<file path="src/rtl/mem_bus_arbiter.sv">
// Arbitrates one external memory bus between ICache refill, DCache refill and DCache writeback bursts.
// Define MEM_ARB_RR_EN to alternate priority between the two read requesters (writeback stays on top).
module mem_bus_arbiter #(
  parameter int LINE_WORDS = 4,
  parameter int ADDR_W     = 32,
  parameter int DATA_W     = 32
) (
  input  logic              clk,
  input  logic              rst,
  input  logic              icache_rreq,
  input  logic [ADDR_W-1:0] icache_raddr,
  output logic              icache_rvalid,
  output logic              icache_rlast,
  output logic [DATA_W-1:0] icache_rdata,
  input  logic              dcache_rreq,
  input  logic [ADDR_W-1:0] dcache_raddr,
  output logic              dcache_rvalid,
  output logic              dcache_rlast,
  output logic [DATA_W-1:0] dcache_rdata,
  input  logic              dcache_wreq,
  input  logic [ADDR_W-1:0] dcache_waddr,
  input  logic [DATA_W-1:0] dcache_wdata,
  output logic              dcache_wnext,
  output logic              dcache_wdone,
  output logic              bus_req,
  output logic              bus_we,
  output logic [ADDR_W-1:0] bus_addr,
  output logic [7:0]        bus_len,
  input  logic              bus_gnt,
  input  logic              bus_rvalid,
  input  logic              bus_rlast,
  input  logic [DATA_W-1:0] bus_rdata,
  output logic              bus_wvalid,
  output logic              bus_wlast,
  output logic [DATA_W-1:0] bus_wdata,
  input  logic              bus_wready,
  input  logic              bus_bvalid
);
  localparam int CNT_W = $clog2(LINE_WORDS);
  localparam logic [CNT_W-1:0] CNT_LAST = CNT_W'(LINE_WORDS - 1);

  localparam logic [2:0] S_IDLE   = 3'd0;
  localparam logic [2:0] S_R_ADDR = 3'd1;
  localparam logic [2:0] S_R_DATA = 3'd2;
  localparam logic [2:0] S_W_ADDR = 3'd3;
  localparam logic [2:0] S_W_DATA = 3'd4;
  localparam logic [2:0] S_W_RESP = 3'd5;

  localparam logic [1:0] OWN_NONE = 2'd0;
  localparam logic [1:0] OWN_IC   = 2'd1;
  localparam logic [1:0] OWN_DC   = 2'd2;

  logic [2:0]        state_q, state_d;
  logic [1:0]        owner_q, owner_d;
  logic [ADDR_W-1:0] addr_q, addr_d;
  logic [CNT_W-1:0]  cnt_q, cnt_d;
  logic              wdone_q, wdone_d;
  logic              wreq_eff;
  logic              pick_dc_rd;
  logic              rd_fwd;

`ifdef MEM_ARB_RR_EN
  logic last_ic_q, last_ic_d;
  assign pick_dc_rd = dcache_rreq & (last_ic_q | ~icache_rreq);
`else
  assign pick_dc_rd = dcache_rreq;
`endif

  // The writeback requester only drops its level after seeing wdone, so ignore it during that cycle.
  assign wreq_eff = dcache_wreq & ~wdone_q;

  always_comb begin
    state_d = state_q;
    owner_d = owner_q;
    addr_d  = addr_q;
    cnt_d   = cnt_q;
    wdone_d = 1'b0;
`ifdef MEM_ARB_RR_EN
    last_ic_d = last_ic_q;
`endif
    case (state_q)
      S_IDLE: begin
        owner_d = OWN_NONE;
        if (wreq_eff) begin
          state_d = S_W_ADDR;
          owner_d = OWN_DC;
          addr_d  = dcache_waddr;
        end else if (pick_dc_rd) begin
          state_d = S_R_ADDR;
          owner_d = OWN_DC;
          addr_d  = dcache_raddr;
`ifdef MEM_ARB_RR_EN
          last_ic_d = 1'b0;
`endif
        end else if (icache_rreq) begin
          state_d = S_R_ADDR;
          owner_d = OWN_IC;
          addr_d  = icache_raddr;
`ifdef MEM_ARB_RR_EN
          last_ic_d = 1'b1;
`endif
        end
      end
      S_R_ADDR: if (bus_gnt) state_d = S_R_DATA;
      S_R_DATA: begin
        if (bus_rvalid & bus_rlast) begin
          state_d = S_IDLE;
          owner_d = OWN_NONE;
        end
      end
      S_W_ADDR: begin
        if (bus_gnt) begin
          state_d = S_W_DATA;
          cnt_d   = '0;
        end
      end
      S_W_DATA: begin
        if (bus_wready) begin
          cnt_d = cnt_q + 1'b1;
          if (cnt_q == CNT_LAST) state_d = S_W_RESP;
        end
      end
      S_W_RESP: begin
        if (bus_bvalid) begin
          state_d = S_IDLE;
          owner_d = OWN_NONE;
          wdone_d = 1'b1;
        end
      end
      default: begin
        state_d = S_IDLE;
        owner_d = OWN_NONE;
      end
    endcase
  end

  always_ff @(posedge clk or posedge rst) begin
    if (rst) begin
      state_q <= S_IDLE;
      owner_q <= OWN_NONE;
      addr_q  <= '0;
      cnt_q   <= '0;
      wdone_q <= 1'b0;
    end else begin
      state_q <= state_d;
      owner_q <= owner_d;
      addr_q  <= addr_d;
      cnt_q   <= cnt_d;
      wdone_q <= wdone_d;
    end
  end

`ifdef MEM_ARB_RR_EN
  // Reset to "IC served last" so the DCache wins the first tie.
  always_ff @(posedge clk or posedge rst) begin
    if (rst) last_ic_q <= 1'b1;
    else     last_ic_q <= last_ic_d;
  end
`endif

  assign bus_req  = (state_q == S_R_ADDR) | (state_q == S_W_ADDR);
  assign bus_we   = (state_q == S_W_ADDR);
  assign bus_addr = bus_req ? addr_q : '0;
  assign bus_len  = bus_req ? 8'(LINE_WORDS - 1) : 8'd0;

  assign rd_fwd        = (state_q == S_R_DATA) & bus_rvalid;
  assign icache_rvalid = rd_fwd & (owner_q == OWN_IC);
  assign icache_rlast  = icache_rvalid & bus_rlast;
  assign icache_rdata  = icache_rvalid ? bus_rdata : '0;
  assign dcache_rvalid = rd_fwd & (owner_q == OWN_DC);
  assign dcache_rlast  = dcache_rvalid & bus_rlast;
  assign dcache_rdata  = dcache_rvalid ? bus_rdata : '0;

  assign bus_wvalid   = (state_q == S_W_DATA);
  assign bus_wlast    = bus_wvalid & (cnt_q == CNT_LAST);
  assign bus_wdata    = bus_wvalid ? dcache_wdata : '0;
  assign dcache_wnext = bus_wvalid & bus_wready;
  assign dcache_wdone = wdone_q;
endmodule

</file>
<file path="config.mk">
export PLATFORM = sky130hd
export DESIGN_NAME = mem_bus_arbiter
export DESIGN_NICKNAME = d
export VERILOG_FILES = /design/src/rtl/mem_bus_arbiter.sv
export SDC_FILE = /design/constraint.sdc
export NUM_CORES = 1
export LEC_CHECK = 0
export ABC_AREA = 1
export CAP_MARGIN = 10
export CORE_AREA = 5 5 120 122
export CTS_BUF_LIST = sky130_fd_sc_hd__clkbuf_8
export DETAILED_ROUTE_END_ITERATION = 6
export DIE_AREA = 0 0 125 127
export GPL_TIMING_DRIVEN = 0
export MAX_ROUTING_LAYER = met4
export PLACE_DENSITY = 0.81
export SLEW_MARGIN = 0
export SYNTH_ARGS = -nofsm -noshare
export SYNTH_HDL_FRONTEND = slang
export SYNTH_SLANG_ARGS = --single-unit
</file>
<file path="constraint.sdc">
create_clock -name clk -period 2 [get_ports clk]
set_input_delay 0.4 -clock clk [delete_from_list [all_inputs] [get_ports clk]]
set_output_delay 0.4 -clock clk [all_outputs]
set_load 0.03 [all_outputs]
</file>
* Yosys cells after proc, flatten, opt, wreduce, memory -nomap -nowiden *
Index checks and enable logic that the tools add are counted.

operators by class
  add/sub/neg operators = 1
  equal/unequal tests = 15
  multiplexer cells = 29
  bitwise gates (word level) = 12
  reductions and logical operators = 8

operators with widths
  cell                   count
  $mux W32               7
  $mux W3                9
  $pmux W3 S6            1
  $mux W2                7
  $and A1 B1 Y1          9
  $pmux W2 S4            1
  $reduce_and A7 Y1      1
  $eq A3 B2 Y1 const B   2
  $eq A3 B3 Y1 const B   2
  $ne A2 B1 Y1 const B   3
  $ne A2 B2 Y1 const B   3
  $reduce_and A3 Y1      2
  $eq A2 B2 Y1 const B   2
  $ne A4 B4 Y1 const B   1
  $pmux W2 S2            1
  $eq A3 B1 Y1 const B   1
  $logic_not A3 Y1       1
  $mux W1                3
  $reduce_bool A3 Y1     1
  $reduce_or A3 Y1       1
  $add A2 B1 Y2 const B  1
  $eq A2 B1 Y1 const B   1
  $not A1 Y1             2
  $reduce_and A2 Y1      1
  other kinds (2)        2

storage, ports and cells
  register bits after elaboration = 40
  bits of input ports = 170
  output and inout bits = 146

* Depth between registers and ports, before layout *
Gate-level depths: netlist of run 1.

  depth after elaboration = 4
  gate-level depth with buffers = 8

* Worst setup path before layout of run 1 *
Ideal clock, no wire load.

  path kind = register to output
  start point = register state_q[2]
  end point = output port dcache_rdata[22]
  arrival time = 1.485 ns
  data required time = 1.600 ns
  path slack = 0.115 ns
  stages on the path, launching flop included = 8
  cells stage by stage = dfrtp_1 > buf_2 > inv_2 > nand3_2 > nor2_4 > nand3_4 > buf_6 > nor2_1

on the way
  cells in the longest elaborated chain, start to end = 4

RTL lines
  what                    RTL line  text
  from (decl)             53        logic [2:0] state_q, state_d;
  from (signal assigned)  145       state_q <= state_d;
  $eq A3 B2 Y1            166       assign rd_fwd = (state_q == S_R_DATA) & bus_rvalid;
  $and A1 B1 Y1           166
  $and A1 B1 Y1           170       assign dcache_rvalid = rd_fwd & (owner_q == OWN_DC);
  $mux W32                172       assign dcache_rdata = dcache_rvalid ? bus_rdata : '0;
  to (decl)               19        output logic [DATA_W-1:0] dcache_rdata,

No other way between the ends.

* Worst setup path in the final report of run 1 *
  start point = register state_q[2]
  end point = output port icache_rdata[11]

on the way
  cells in the longest elaborated chain, start to end = 4

RTL lines
  what           RTL line  text
  $eq A3 B2 Y1   166
  $and A1 B1 Y1  166
  $and A1 B1 Y1  167       assign icache_rvalid = rd_fwd & (owner_q == OWN_IC);
  $mux W32       169       assign icache_rdata = icache_rvalid ? bus_rdata : '0;
  to (decl)      14        output logic [DATA_W-1:0] icache_rdata,

No other way between the ends.

==> reports/results.txt, run 1 <==
status -> finished, violations left
violated checks -> negative setup slack
detailed-route via count -> 5090
Pre-antenna DRT Iters -> 5
Syn Inst Count -> 587
GR met1 Demand/Resource -> 23.4%
pin count of the biggest net entering global routing -> 41
Hold Violations, Final -> 0
M3 GR Usage -> 4.38%
first-pass GRT wire length -> 26.5 mm
routed len/inst -> 16.8 µm
Clk pin slew, worst setup/hold paths -> 0.07 ns
Final Wtd Congestion -> 0.929
Hold WC Path Type -> flop to flop
Net Switching -> 3290 µW
slew margin rel. -> 42.9%
Worst Tran Pin Value -> 0.857 ns
Lkg Pwr -> 0.00392 µW
starting density of the core -> 26.6%
Critical Path RT -> 1.60 ns
Worst Skew -> 0.0126 ns
1st-iter DRT viols -> 183
# port buffers -> 309
Die Y -> 127 µm
WHS -> 0.485 ns
final WL -> 18.8 mm
Clock Path Buffers -> 2
Total Routing Usage GR -> 21.4%
Synth area leader -> dfrtp_1
TritonCTS clock tree -> yes
Worst Path Arrival -> 1.73 ns
Num CTS Buffers -> 5
sequential area share after synthesis -> 28.8%
met2 usage -> 38.2%
unrepaired setup endpoints after global routing -> yes
fraction of layout cells with a size suffix above 1 -> 33.5%
setup ws final -> -0.130 ns
DRC viols -> 0
cts hold-fix bufs -> 0
Die ar. -> 15900 µm²
ANT nets after route -> 0
Synth Register Bits -> 40
power share of the sequential group -> 20.2%
Worst Setup End Kind -> output pin
Post-DP HPWL -> 13.9 mm
worst-skew pair later-pin latency -> 0.30 ns
fmax -> 469 MHz
Final Slew Violations -> 0
number of max-cap violations -> 0
Area growth, synth to finish -> 125%
number of core rows -> 42
Yosys cell types -> 24
H-tree Lvls -> 2
Mapped Avg Cell Area -> 5.93 µm²
VDD IR-drop max -> 0.443 mV
final core utilization -> 59.8%
Root Buffer -> clkbuf_8
ant diodes -> 0
Place WS -> -0.725 ns
CP startpoint kind -> flop
initial antenna violation count -> 0
critical path class -> flop to output pin
Clock Power Share -> 8.9%
maximum fanout along the worst path -> 6
top cells by area, synth -> dfrtp_1 29%, inv_1 16%, nor2_1 16%, nand2_1 9.2%, o21ai_0 7.6%
Sinks on Clock Net -> 40
pwr/cell area -> 859 nW/µm²
area of the multi-input gates -> 2200 µm²
total gr overflow -> 0
Combinational Power Share -> 70.9%
FF/Latch Area -> 1000 µm²
Internal -> 3430 µW
Core Area -> 13100 µm²
Nets -> 1114
vias in the first global route -> 5048
post-synth top area share -> 28.8%
fillers -> 1140
layer with the highest usage -> met2
chip width -> 125 µm
Switching Share -> 49.0%
Top Ports -> 316
Final Cycle Share -> 107%
post-layout min period -> 2.13 ns
routed vias/inst -> 4.55
post-synthesis cell area -> 3480 µm²
final setup fails -> 91
Yosys warnings -> 0
==> power groups by stage <==
stage / Combinational, µW / Sequential (µW) / Clock, µW
final: 4770 / 1360 / 595
after global routing: 5130 / 1400 / 636
after CTS: 4130 / 1370 / 615
after detailed placement: 4130 / 1380 / 0
after global placement: 4090 / 1350 / 0
after floorplan: 2470 / 1340 / 0
==> cell type report <==
type                            count  area share, %
Multi-Input combinational cell    360           28.2
Sequential cell                    40           12.8
Clock buffer                        7           1.23
Buffer                             41           4.76
Tap cell                          176           2.81
Inverter                          152           7.32
Timing Repair Buffer              343           42.9
==> worst max-delay path: stages (launching register included) <==
cell,delay [ns]
dfrtp_2,0.44
inv_4,0.08
nand3_4,0.08
nor2_4,0.14
buf_4,0.14
nand3_4,0.13
buf_6,0.18
nor2_2,0.10
buf_6,0.14
==> worst paths after layout <==
kind                                 start                to  slack, ns  cells after the start
max in group asynchronous              rst        state_q[1]       0.82                      2
worst min register to register    cnt_q[1]          cnt_q[1]       0.49                      2
worst max register to register  state_q[0]          cnt_q[0]       0.33                      8
worst min-delay path              cnt_q[1]          cnt_q[1]       0.49                      2
min in group asynchronous              rst      dcache_wdone       0.59                      2
worst max-delay path            state_q[2]  icache_rdata[11]      -0.13                      8
==> cell usage after synthesis <==
cell type,count
inv_1,151
nor2_1,145
nand2_1,85
o21ai_0,53
dfrtp_1,40
o211ai_1,32
o21ai_1,16
buf_2,13
buf_4,10
buf_6,9
nand3_1,9
clkbuf_1,7
buf_1,3
nand2_2,2
nand3_4,2
nor2_4,2
conb_1,1
ha_1,1
inv_2,1
nand3_2,1
nand4_1,1
nor2_8,1
o22ai_1,1
or2_1,1
==> registers in the layout (all words and copies together) (netlist names) <==
name	cells
state_q	3
cnt_q	2
addr_q	32
dcache_wdone	1
owner_q	2
==> timing repair <==
action / 4_1_cts / 5_1_grt
resized for setup: 857 / 260
setup endpoints to repair: 139 / 138
cloned: 5 / 6
setup buffers: 14 / 12
pin swaps: 3 / 3
==> per-layer routing <==
| metal | up-vias | share of wire (%) |
|---|---|---|
| li1 | 2442 | - |
| met1 | 2319 | 37 |
| met2 | 277 | 52 |
| met3 | 52 | 6.8 |
| met4 | 0 | 4.6 |
| met5 | - | 0 |
==> layout by cell type, fill, tap and decap left out, types with 16 or more instances in the layout <==
cell type and count:
clkdlybuf4s50_1 169, inv_1 147, buf_6 96, nand2_1 84
buf_4 67, nor2_1 62, nor2_4 60, o21ai_0 53
dfrtp_1 37, o211ai_1 32, buf_2 26, nor2_2 25
o21ai_1 16
==> through the flow <==
stage | instances | instance area, µm² | power (µW) | setup TNS (ns)
detailed placement | 1077 | 6810 | 5510 | -62.09
finish | 1119 | 7830 | 6720 | -5.83
global placement | 1077 | 6810 | 5440 | -68.75
floorplan | 592 | 3500 | 3810 | 0
CTS | 1102 | 6960 | 6110 | -7.86
global route | 1119 | 7830 | 7170 | -13.94
==> cell families (layout without fill, tap and decap cells) <==
family	Yosys count	count (layout)	share of synthesized area (%)
other	1	6	0.108
adders and majority gates	1	1	0.360
buffers and inverters	194	543	24.4
and+or+nand+nor	249	251	29.3
AOI/OAI and AO/OA	102	102	17.0
DFF	40	40	28.8
(Power assumes the default switching activity.)
==> run 2, diff against run 1 <==
--- a/config.mk
+++ b/config.mk
@@ -9,6 +9,7 @@
 export CAP_MARGIN = 10
 export CORE_AREA = 5 5 120 122
 export CTS_BUF_LIST = sky130_fd_sc_hd__clkbuf_8
+export CTS_CLUSTER_DIAMETER = 150
 export DETAILED_ROUTE_END_ITERATION = 6
 export DIE_AREA = 0 0 125 127
 export GPL_TIMING_DRIVEN = 0
==> results of run 2 <==
The final DEF is identical to that of run 1; final timing and power are the same.
==> run 3, diff against run 2 <==
--- a/config.mk
+++ b/config.mk
@@ -7,14 +7,14 @@
 export LEC_CHECK = 0
 export ABC_AREA = 1
 export CAP_MARGIN = 10
-export CORE_AREA = 5 5 120 122
+export CORE_AREA = 2 2 124 126
 export CTS_BUF_LIST = sky130_fd_sc_hd__clkbuf_8
 export CTS_CLUSTER_DIAMETER = 150
 export DETAILED_ROUTE_END_ITERATION = 6
-export DIE_AREA = 0 0 125 127
+export DIE_AREA = 0 0 126 128
 export GPL_TIMING_DRIVEN = 0
 export MAX_ROUTING_LAYER = met4
-export PLACE_DENSITY = 0.81
+export PLACE_DENSITY = 0.74
 export SLEW_MARGIN = 0
 export SYNTH_ARGS = -nofsm -noshare
 export SYNTH_HDL_FRONTEND = slang
==> reports/results.txt, run 3 (synthesis gave the netlist of run 1 again) <==
slew margin rel. -> 43.1% (was 42.9%)
routed vias/inst -> 4.37 (was 4.55)
Final Cycle Share -> 108% (was 107%)
vias in the first global route -> 4627 (was 5048)
violated checks -> negative setup slack (unchanged)
Sinks on Clock Net -> 40 (unchanged)
Place WS -> -0.785 ns (was -0.725 ns)
# port buffers -> 309 (unchanged)
Worst Hold Depth -> 2 (unchanged)
CP Cell Sequence -> inv_4 -> nand3_4 -> nor2_4 -> nand3_4 -> buf_6 -> nor2_2 -> buf_4 (was inv_4 -> nand3_4 -> nor2_4 -> buf_4 -> nand3_4 -> buf_6 -> nor2_2 -> buf_6)
H-tree Lvls -> 2 (unchanged)
CP startpoint kind -> flop (unchanged)
starting density of the core -> 23.4% (was 26.6%)
Reg with most FFs -> addr_q (unchanged)
Nets -> 1104 (was 1114)
FF-to-FF setup slack -> 0.23 ns (was 0.33 ns)
Largest register FFs -> 32 (unchanged)
fillers -> 1350 (was 1140)
Clk pin slew, worst setup/hold paths -> 0.08 ns (was 0.07 ns)
Area growth, synth to finish -> 130% (was 125%)
reg2reg start -> state_q[0] (unchanged)
pin count of the biggest net entering global routing -> 41 (unchanged)
final WL -> 17.6 mm (was 18.8 mm)
Top Registers -> addr_q: 32 flops, state_q: 3 flops (unchanged)
Hold WC Path Type -> flop to flop (unchanged)
detailed-route via count -> 4895 (was 5090)
Clock Path Buffers -> 2 (unchanged)
maximum fanout along the worst path -> 6 (unchanged)
initial antenna violation count -> 0 (unchanged)
fmax -> 465 MHz (was 469 MHz)
Worst Setup End Kind -> output pin (unchanged)
total gr overflow -> 0 (unchanged)
slowest cell on the critical path -> dfrtp_2 (unchanged)
highest-count cells in the layout ignoring fill and taps -> 169 x clkdlybuf4s50_1, 148 x inv_1, 91 x buf_6 (was 169 x clkdlybuf4s50_1, 147 x inv_1, 96 x buf_6)
setup ws final -> -0.150 ns (was -0.130 ns)
fraction of layout cells with a size suffix above 1 -> 33.3% (was 33.5%)
Total Routing Usage GR -> 20.6% (was 21.4%)
Root Buffer -> clkbuf_8 (unchanged)
Worst Skew -> 0.00541 ns (was 0.0126 ns)
worst-skew pair later-pin latency -> 0.29 ns (was 0.30 ns)
Lkg Pwr -> 0.00383 µW (was 0.00392 µW)
Hold Violations, Final -> 0 (unchanged)
most common cell after layout, fill and taps aside -> clkdlybuf4s50_1 (unchanged)
Core Area -> 14900 µm² (was 13100 µm²)
Top Ports -> 316 (unchanged)
Die ar. -> 16100 µm² (was 15900 µm²)
CP max stage delay -> 0.46 ns (was 0.44 ns)
Pre-antenna DRT Iters -> 4 (was 5)
Die Y -> 128 µm (was 127 µm)
chip width -> 126 µm (was 125 µm)
WHS -> 0.481 ns (was 0.485 ns)
DRC viols -> 0 (unchanged)
final setup fails -> 124 (was 91)
critical path class -> flop to output pin (unchanged)
number of core rows -> 45 (was 42)
1st-iter DRT viols -> 123 (was 183)
Worst Tran Pin Value -> 0.852 ns (was 0.857 ns)
VDD IR-drop max -> 0.477 mV (was 0.443 mV)
first-pass GRT wire length -> 25.2 mm (was 26.5 mm)
unrepaired setup endpoints after global routing -> yes (unchanged)
status -> finished, violations left (unchanged)
ant diodes -> 0 (unchanged)
Post-DP HPWL -> 13.4 mm (was 13.9 mm)
most common cell type on the critical path -> nand3_4
cts hold-fix bufs -> 0 (unchanged)
Total Power -> 6500 µW (was 6720 µW)
number of max-cap violations -> 0 (unchanged)
routed len/inst -> 15.7 µm (was 16.8 µm)
Reg2Reg Depth -> 8 (unchanged)
Hold Startpoint -> cnt_q[1] (unchanged)
TritonCTS clock tree -> yes (unchanged)
ANT nets after route -> 0 (unchanged)
Critical Path RT -> 1.60 ns (about the same)
Num CTS Buffers -> 5 (unchanged)
Final Slew Violations -> 0 (unchanged)
Worst Setup SP -> state_q[0] (was state_q[2])
Final Wtd Congestion -> 0.932 (was 0.929)
pwr/cell area -> 811 nW/µm² (was 859 nW/µm²)
Worst Path Arrival -> 1.75 ns (was 1.73 ns)
post-layout min period -> 2.15 ns (was 2.13 ns)
[run 3: changes by cell type in the layout (fill, tap and decap cells not counted), moves of 2 or more]
cell and change:
clkbuf_8 -2, buf_2 -17, clkdlybuf4s15_2 +28, nor2_4 +19, nor2_2 -12, buf_4 -22
buf_8 +8, buf_12 -2, buf_6 -5, nor2_1 -7
[run 3: critical path: cells and delay by family (launching register included)]
| kind | cells | cell delay, ns |
|---|---|---|
| buffers and inverters | 3 | 0.46 |
| flip-flops | 1 | 0.46 |
| AND/OR/NAND/NOR | 4 | 0.54 |
[run 3: layer usage]
layer / global-route usage, % / vias to the layer above / share of wire (%)
li1: - / 2422 / -
met1: 22.9 / 2216 / 37
met2: 35.2 / 227 / 51
met3: 6.80 / 30 / 8.9
met4: 6.40 / 0 / 2.7
met5: - / - / 0
[run 3: area by class of cell]
cell class / count / area (µm²) / share of cell area [%]
timing repair buffer: 333 / 3450 / 43.0
sequential: 40 / 1000 / 12.5
buffer: 41 / 358 / 4.47
multi-input combinational: 360 / 2310 / 28.8
inverter: 152 / 578 / 7.22
tap: 188 / 235 / 2.94
clock buffer: 5 / 68.8 / 0.859
clock inverter: 2 / 8.76 / 0.109
[run 3: repair_timing]
item                       4_1_cts  5_1_grt
gates resized for setup        815      240
gates cloned                     5        5
buffers inserted                 8        8
pin swaps                        5        7
setup endpoints to repair      139      142
[run 3: where the power goes]
group | internal [µW] | switching, µW
clock network | 233 | 283
logic | 1870 | 2740
registers | 1210 | 168
[run 3: final timing paths]
kind | end
setup / recovery | icache_rdata[17]
hold / removal | cnt_q[1]
setup reg to reg | addr_q[11]
hold reg to reg | cnt_q[1]
max in group asynchronous | state_q[0]
min in group asynchronous | cnt_q[1]
[run 3: metrics by stage]
step | utilization (%) | cells | instance area, µm² | TNS (ns)
floorplan | - | 592 | 3500 | 0
global placement | 45.9 | 1089 | 6830 | -72.39
detailed placement | 45.9 | 1089 | 6830 | -65.66
CTS | 48.0 | 1108 | 7130 | -12.44
global route | 53.9 | 1121 | 8010 | -20.49
finish | 53.9 | 1121 | 8010 | -10.84
